$ cat config.mk
export PLATFORM = sky130hd
export DESIGN_NAME = mod_mul_iter
export DESIGN_NICKNAME = d
export VERILOG_FILES = /design/src/rtl/mod_mul_iter.sv
export SDC_FILE = /design/constraint.sdc
export NUM_CORES = 1
export LEC_CHECK = 0
export CAP_MARGIN = 20
export CORE_MARGIN = 4
export CORE_UTILIZATION = 40
export CTS_CLUSTER_SIZE = 16
export DETAILED_ROUTE_END_ITERATION = 10
export PLACE_DENSITY = 0.6
export REMOVE_ABC_BUFFERS = 1
export SYNTH_ARGS = -nofsm -noshare
export SYNTH_HDL_FRONTEND = slang
export SYNTH_SLANG_ARGS = --single-unit
$ cat constraint.sdc
create_clock -name iClk -period 13.4 [get_ports iClk]
set_input_delay 2.68 -clock iClk [delete_from_list [all_inputs] [get_ports iClk]]
set_output_delay 2.68 -clock iClk [all_outputs]
set_load 0.02 [all_outputs]
$ cat src/rtl/mod_mul_iter.sv
// Iterative modular multiplier: (A*B) mod Q by MSB-first interleaved double-and-add,
// one bit of B per enabled clock, with a small IDLE/RUN/DONE controller.
module mod_mul_iter #(
  parameter int BITWIDTH = 8
) (
  input  logic                iClk,
  input  logic                iRstN,
  input  logic                iEn,
  input  logic                iClr,
  input  logic                iStart,
  input  logic [BITWIDTH-1:0] iA,
  input  logic [BITWIDTH-1:0] iB,
  input  logic [BITWIDTH-1:0] iQ,
  output logic [BITWIDTH-1:0] oData,
  output logic                oBusy,
  output logic                oDone
);

  localparam int CW = (BITWIDTH > 1) ? $clog2(BITWIDTH) : 1;

  localparam logic [1:0] IDLE = 2'd0;
  localparam logic [1:0] RUN  = 2'd1;
  localparam logic [1:0] DONE = 2'd2;

  localparam logic [CW-1:0] CNT_TOP = CW'(BITWIDTH - 1);

  logic [1:0]          state;
  logic [BITWIDTH-1:0] acc;
  logic [BITWIDTH-1:0] a_cap;
  logic [BITWIDTH-1:0] b_cap;
  logic [BITWIDTH-1:0] q_cap;
  logic [CW-1:0]       cnt;

  logic [BITWIDTH:0]   q_ext;
  logic [BITWIDTH:0]   dbl;
  logic [BITWIDTH:0]   dbl_red;
  logic [BITWIDTH:0]   sum;
  logic [BITWIDTH-1:0] acc_nxt;

  // One extra bit keeps 2*acc and acc+A exact for any modulus up to 2^BITWIDTH-1.
  assign q_ext   = {1'b0, q_cap};
  assign dbl     = {acc, 1'b0};
  assign dbl_red = (dbl >= q_ext) ? (dbl - q_ext) : dbl;
  assign sum     = dbl_red + (b_cap[cnt] ? {1'b0, a_cap} : '0);
  assign acc_nxt = BITWIDTH'((sum >= q_ext) ? (sum - q_ext) : sum);

  always_ff @(posedge iClk or negedge iRstN) begin
    if (!iRstN) begin
      state <= IDLE;
      acc   <= '0;
      cnt   <= '0;
      a_cap <= '0;
      b_cap <= '0;
      q_cap <= '0;
      oData <= '0;
    end else if (iClr) begin
      state <= IDLE;
      acc   <= '0;
      cnt   <= '0;
      oData <= '0;
    end else begin
      case (state)
        IDLE, DONE: begin
          if (iStart) begin
            a_cap <= iA;
            b_cap <= iB;
            q_cap <= iQ;
            acc   <= '0;
            cnt   <= CNT_TOP;
            state <= RUN;
          end else begin
            state <= IDLE;
          end
        end
        RUN: begin
          if (iEn) begin
            acc <= acc_nxt;
            // The last step publishes the result; oData is untouched otherwise.
            if (cnt == '0) begin
              oData <= acc_nxt;
              state <= DONE;
            end else begin
              cnt <= cnt - CW'(1);
            end
          end
        end
        default: state <= IDLE;
      endcase
    end
  end

  assign oBusy = (state == RUN);
  assign oDone = (state == DONE);

endmodule
### Word-level counts from Yosys, hierarchy flattened

Cells that the tools add are included.

* logic and storage cells: 56
* input bits: 29
* output and inout port bits: 10
* register bits after elaboration: 45

* order comparisons: 3
* reduce and logical (&&, ||, !) cells: 12
* equal/unequal tests: 6
* bitwise logic cells: 1
* add/subtract/negate cells: 4
* muxes and demuxes: 23

Operator list (count)
* 2-to-1 mux 8 bit: 9
* >= comparator 9 x 8 -> 1 bit: 2
* one-hot mux 8 bit (2 select lines): 1
* 2-to-1 mux 3 bit: 4
* adder 9 x 8 -> 9 bit: 1
* 2-to-1 mux 9 bit: 1
* inequality test 3 bit, second input constant: 3
* AND reduction 3 bit: 3
* subtractor 9 x 8 -> 9 bit: 1
* subtractor 8 bit: 1
* 2-to-1 mux 2 bit: 3
* one-hot mux 3 bit (2 select lines): 1
* nonzero test 2 bit: 3
* less-than comparator 3 x 4 -> 1 bit, second input constant: 1
* one-hot mux 2 bit (2 select lines): 1
* AND reduction 4 bit: 1
* binary-select mux 1 bit (select 3 bit): 1
* logical NOT 3 bit: 1
* inequality test 3 x 2 -> 1 bit, second input constant: 1
* nonzero test 3 bit: 1
* subtractor 3 x 1 -> 3 bit, second input constant: 1
* equality test 2 x 1 -> 1 bit, second input constant: 1
* equality test 2 bit, second input constant: 1
* logical NOT 2 bit: 1
* other kinds (4): 5

### Depth between registers and ports, before layout

* word-level depth: 10
* depth in mapped cells: 23
* gate-level depth less buffers: 22

### Worst setup path before layout

OpenSTA, ideal clock, no wires.

* path kind: register to register
* start: register q_cap[1]
* end: register oData[2]
* setup slack: 8485 ps
* arrival time: 4789 ps
* stages on the path, launching flop included: 22
* buffers on the path: 0
* path through: dfrtp_1 inv_1 ha_1 nor2b_1 o211a_1 or4_4 a21oi_4 mux2_2 ha_1 a21o_1 a21oi_1 nor2b_1 o21a_1 o41a_1 xor2_1 ha_1 nand4_1 nor2_1 nor2_1 o211ai_4 and2_4 a221o_1

* longest elaborated chain between the ends: 9
* elaborated cells on any way between the ends: 11
* those cells by class: 3 x add/sub; 2 x order compare; 6 x mux

RTL lines
* start, declared: line 31 `logic [BITWIDTH-1:0] q_cap;`
* start signal, assigned: line 67 `q_cap <= iQ;`
* subtractor 9 x 8 -> 9 bit or >= comparator 9 x 8 -> 1 bit (tied branches): line 43 `assign dbl_red = (dbl >= q_ext) ? (dbl - q_ext) : dbl;`
* 2-to-1 mux 9 bit: line 43
* adder 9 x 8 -> 9 bit: line 44 `assign sum = dbl_red + (b_cap[cnt] ? {1'b0, a_cap} : '0);`
* subtractor 8 bit or >= comparator 9 x 8 -> 1 bit (tied branches): line 45 `assign acc_nxt = BITWIDTH'((sum >= q_ext) ? (sum - q_ext) : sum);`
* 2-to-1 mux 8 bit (*): line 45
* 2-to-1 mux 8 bit (*): line 79 `if (cnt == '0) begin`
* 2-to-1 mux 8 bit (*): line 76 `if (iEn) begin`
* 2-to-1 mux 8 bit (*): line 62 `case (state)`
* 2-to-1 mux 8 bit (*): line 56 `end else if (iClr) begin`
* end signal, assigned: line 80 `oData <= acc_nxt;`
* end, declared: line 14 `output logic [BITWIDTH-1:0] oData,`

Mark *: on every way between the ends. The rest lies on a longest branch, timed or not. The select of a mux whose other input is x is not followed.
A chain may end at the register's enable or synchronous reset.

### Final worst setup path

Ends and elaborated chain as after synthesis.

==> qor.json <==
{
  "status": {
    "run_status": "finished, final reports clean"
  },
  "route": {
    "met3_length_um": 305,
    "ant_nets": 0,
    "wl_per_cell_um": 15.9,
    "wl_met2_um": 3210,
    "detailedRoute.firstIterationViolations": 150,
    "vias": 2491,
    "drt_drc_violations_left": 0,
    "via_density": 5.47,
    "routedLengthMet1_um": 3610,
    "topRoutingLayerUsed": "met4",
    "routed_wirelength_um": 7220,
    "drt-pass1-iter-count": 4
  },
  "floorplanning": {
    "fp-row-count": 31,
    "floorplan.die.width_um": 96.4,
    "floorplan.die_area_um2": 9290,
    "ioPinCount": 39,
    "floorplan.initialDensity": 0.422,
    "fp.dieH_um": 96.4,
    "core_outline_area_um2": 7410
  },
  "sta": {
    "setup_violations_final": 0,
    "post_route_clock_period_utilization": 0.413,
    "slew-limit-headroom": 0.454,
    "slew_viols_final": 0,
    "finalClockSkew_ns": 0.00703,
    "grt_setup_unrepaired": "false",
    "worst_slack_ns": 7.86,
    "hold_slack_ns": 0.502,
    "worst_pin_slew_ns": 0.815,
    "timing.setup.tns_ns": 0,
    "min_period_ns": 5.54,
    "fmaxAchievable_mhz": 181,
    "finalHoldViolations": 0
  },
  "global_route": {
    "initial_antenna_violation_count": 0,
    "grt_first_pass_wirelength_um": 12300,
    "grt_max_degree": 46,
    "track_usage": 0.172,
    "first_global_vias": 2452,
    "gr-total-overflow": 0
  },
  "power": {
    "leakagePower_nw": 1.68,
    "power.share.clock": 0.101,
    "switching_power_mw": 0.513,
    "pwr-share-comb": 0.721,
    "powerDensity_nw_per_um2": 279,
    "power_switching_share": 0.491,
    "max-vdd-ir-drop_mv": 0.125,
    "proportion_of_power_drawn_by_flip_flops_and_latches": 0.178,
    "total_power_mw": 1.04,
    "p_int_mw": 0.532
  },
  "clock_network": {
    "tritoncts": "yes",
    "clockRootBuffer": "clkbuf_8",
    "clkSinkCount": 45,
    "post_cts.resized_instances": 0,
    "cts_max_path_buffers": 2,
    "insertion_delay_to_the_later_sink_of_the_worst_skew_pair_ns": 0.30,
    "ctsHtreeMaxLevel": 2,
    "cts_inserted_buffers": 5,
    "clk_pin_slew_worst_paths_ns": 0.09,
    "postCtsSetupBuffers": 0,
    "ctsHoldBuffers": 0
  },
  "placement": {
    "port_buffers": 38,
    "globalplace.congestion": 0.905,
    "dp_slack_ns": 7.87,
    "detailedPlacementHpwl_um": 5530,
    "placedCellCount": 446
  },
  "logic_synthesis": {
    "asyncSetResetFlopFracSynth": 1.00,
    "synth_instances": 314,
    "ys_seq_elements": 45,
    "yosys.area.top_type": "dfrtp_1",
    "synthesis.area_per_instance_um2": 9.95,
    "synth-seq-area-share": 0.361,
    "postSynth.topFlopCell": "dfrtp_1",
    "synthDistinctLibCells": 53,
    "netlist_top_cells_area": "dfrtp_1 36%, ha_1 11%, mux2_2 6.1%",
    "syn_area_um2": 3120,
    "synth-edff-count": 0,
    "yosysWarningCount": 0,
    "netlist.area_leader.share": 0.361
  },
  "critical_path": {
    "worstPathMaxFanout": 15,
    "crit_arrival_ns": 5.72,
    "worst_ep_required_time_ns": 13.59,
    "setup.worst_path.class": "reg2reg",
    "critical_path_startpoint_category": "register",
    "critPathCaptureType": "register"
  },
  "final_layout": {
    "area_delta_synth_final_pct": 20.0,
    "final_net_count": 414,
    "finalNonFillerCells": 455,
    "drive_gt1_frac": 0.112,
    "antennaDiodeCount": 0,
    "final_common_cell": "dfrtp_1",
    "final.fill_count": 693,
    "mostFrequentLayoutCells": "45 x dfrtp_1, 37 x clkdlybuf4s50_1, 29 x nand2_1"
  },
  "flow_run": {
    "maxCapViolations": 0
  },
  "hold_path": {
    "hp-class": "reg2reg"
  }
}
==> Yosys cell counts, drive strengths merged, types with 4 or more instances <==
master	number
dfrtp	45
nand2	29
ha	27
o21ai	20
nor2	18
mux2	17
inv	16
a21oi	14
nor2b	14
and2	12
a221o	11
a21o	7
clkbuf	7
xor2	7
o21a	6
o221ai	6
xnor2	6
nand2b	4
nand4	4
nor3	4
==> kinds of logic (layout without fill, tap and decap cells) <==
| family | after synthesis | count (layout) | synth area share |
|---|---|---|---|
| AND/OR/NAND/NOR | 97 | 97 | 0.163 |
| AO/OA/AOI/OAI | 86 | 86 | 0.206 |
| flip-flops | 45 | 45 | 0.361 |
| adder cells (fa/ha/maj) | 30 | 30 | 0.127 |
| buffers and inverters | 23 | 65 | 0.0276 |
| multiplexers | 20 | 20 | 0.0789 |
| XOR/XNOR | 13 | 13 | 0.0365 |
==> worst paths after layout <==
check                                startpoint                    to  slack [ns]  cells past startpoint
max                        q_cap[1]$_DFFE_PN0P_  oData[2]$_DFFE_PN0P_        7.86                     21
min                        a_cap[0]$_DFFE_PN0P_  a_cap[0]$_DFFE_PN0P_        0.50                      1
max reg2reg                q_cap[1]$_DFFE_PN0P_  oData[2]$_DFFE_PN0P_        7.86                     21
min reg2reg                a_cap[0]$_DFFE_PN0P_  a_cap[0]$_DFFE_PN0P_        0.50                      1
max in group asynchronous                 iRstN  b_cap[2]$_DFFE_PN0P_       10.67                      2
min in group asynchronous                 iRstN  a_cap[6]$_DFFE_PN0P_        2.25                      1
==> metal layers <==
metal,GRT usage,up-vias
li1,-,1238
met1,0.254,1182
met2,0.265,62
met3,0.0250,9
met4,0.0421,0
met5,0,-
==> metrics by stage <==
| step | instance area (um^2) | utilization |
|---|---|---|
| 2_1_floorplan | 3100 | - |
| 5_1_grt | 3750 | 0.506 |
| 3_5_place_dp | 3620 | 0.488 |
| 4_1_cts | 3730 | 0.503 |
| 6_report | 3750 | 0.506 |
| 3_3_place_gp | 3620 | 0.488 |
==> critical path, cell delays in order (launching register included) <==
cell,delay [ns]
dfrtp_1,0.41
inv_1,0.14
ha_1,0.26
nor2b_1,0.15
o211a_1,0.24
or4_4,0.50
a21oi_4,0.37
mux2_2,0.41
ha_1,0.27
a21o_1,0.16
a21oi_1,0.22
nor2b_1,0.08
o21a_1,0.18
o41a_1,0.32
xor2_1,0.30
ha_1,0.33
nand4_1,0.09
nor2_1,0.05
nor2_1,0.23
o211ai_4,0.18
and2_4,0.21
a221o_1,0.31
==> layout make-up <==
cell class	instances	area, um^2	share of cell area
well taps	99	124	0.0331
repair buffers	41	410	0.110
multi-input cells	246	1920	0.511
inverters	16	60.1	0.0160
clock buffers	6	72.6	0.0194
clock inverters	2	38.8	0.0104
flip-flops and latches	45	1130	0.301
==> flip-flops by register name, summed over array words and instances (netlist names) <==
signal	cells
oData	8
q_cap	8
state	2
acc	8
a_cap	8
b_cap	8
cnt	3
==> power by group through the flow <==
stage	clock network (mW)	registers, mW	logic, mW
floorplan	0	0.184	0.569
global placement	0	0.190	0.738
detailed placement	0	0.190	0.737
CTS	0.111	0.187	0.742
global route	0.117	0.191	0.840
finish	0.105	0.186	0.754
Note: power is estimated with default switching activity, not from simulation.
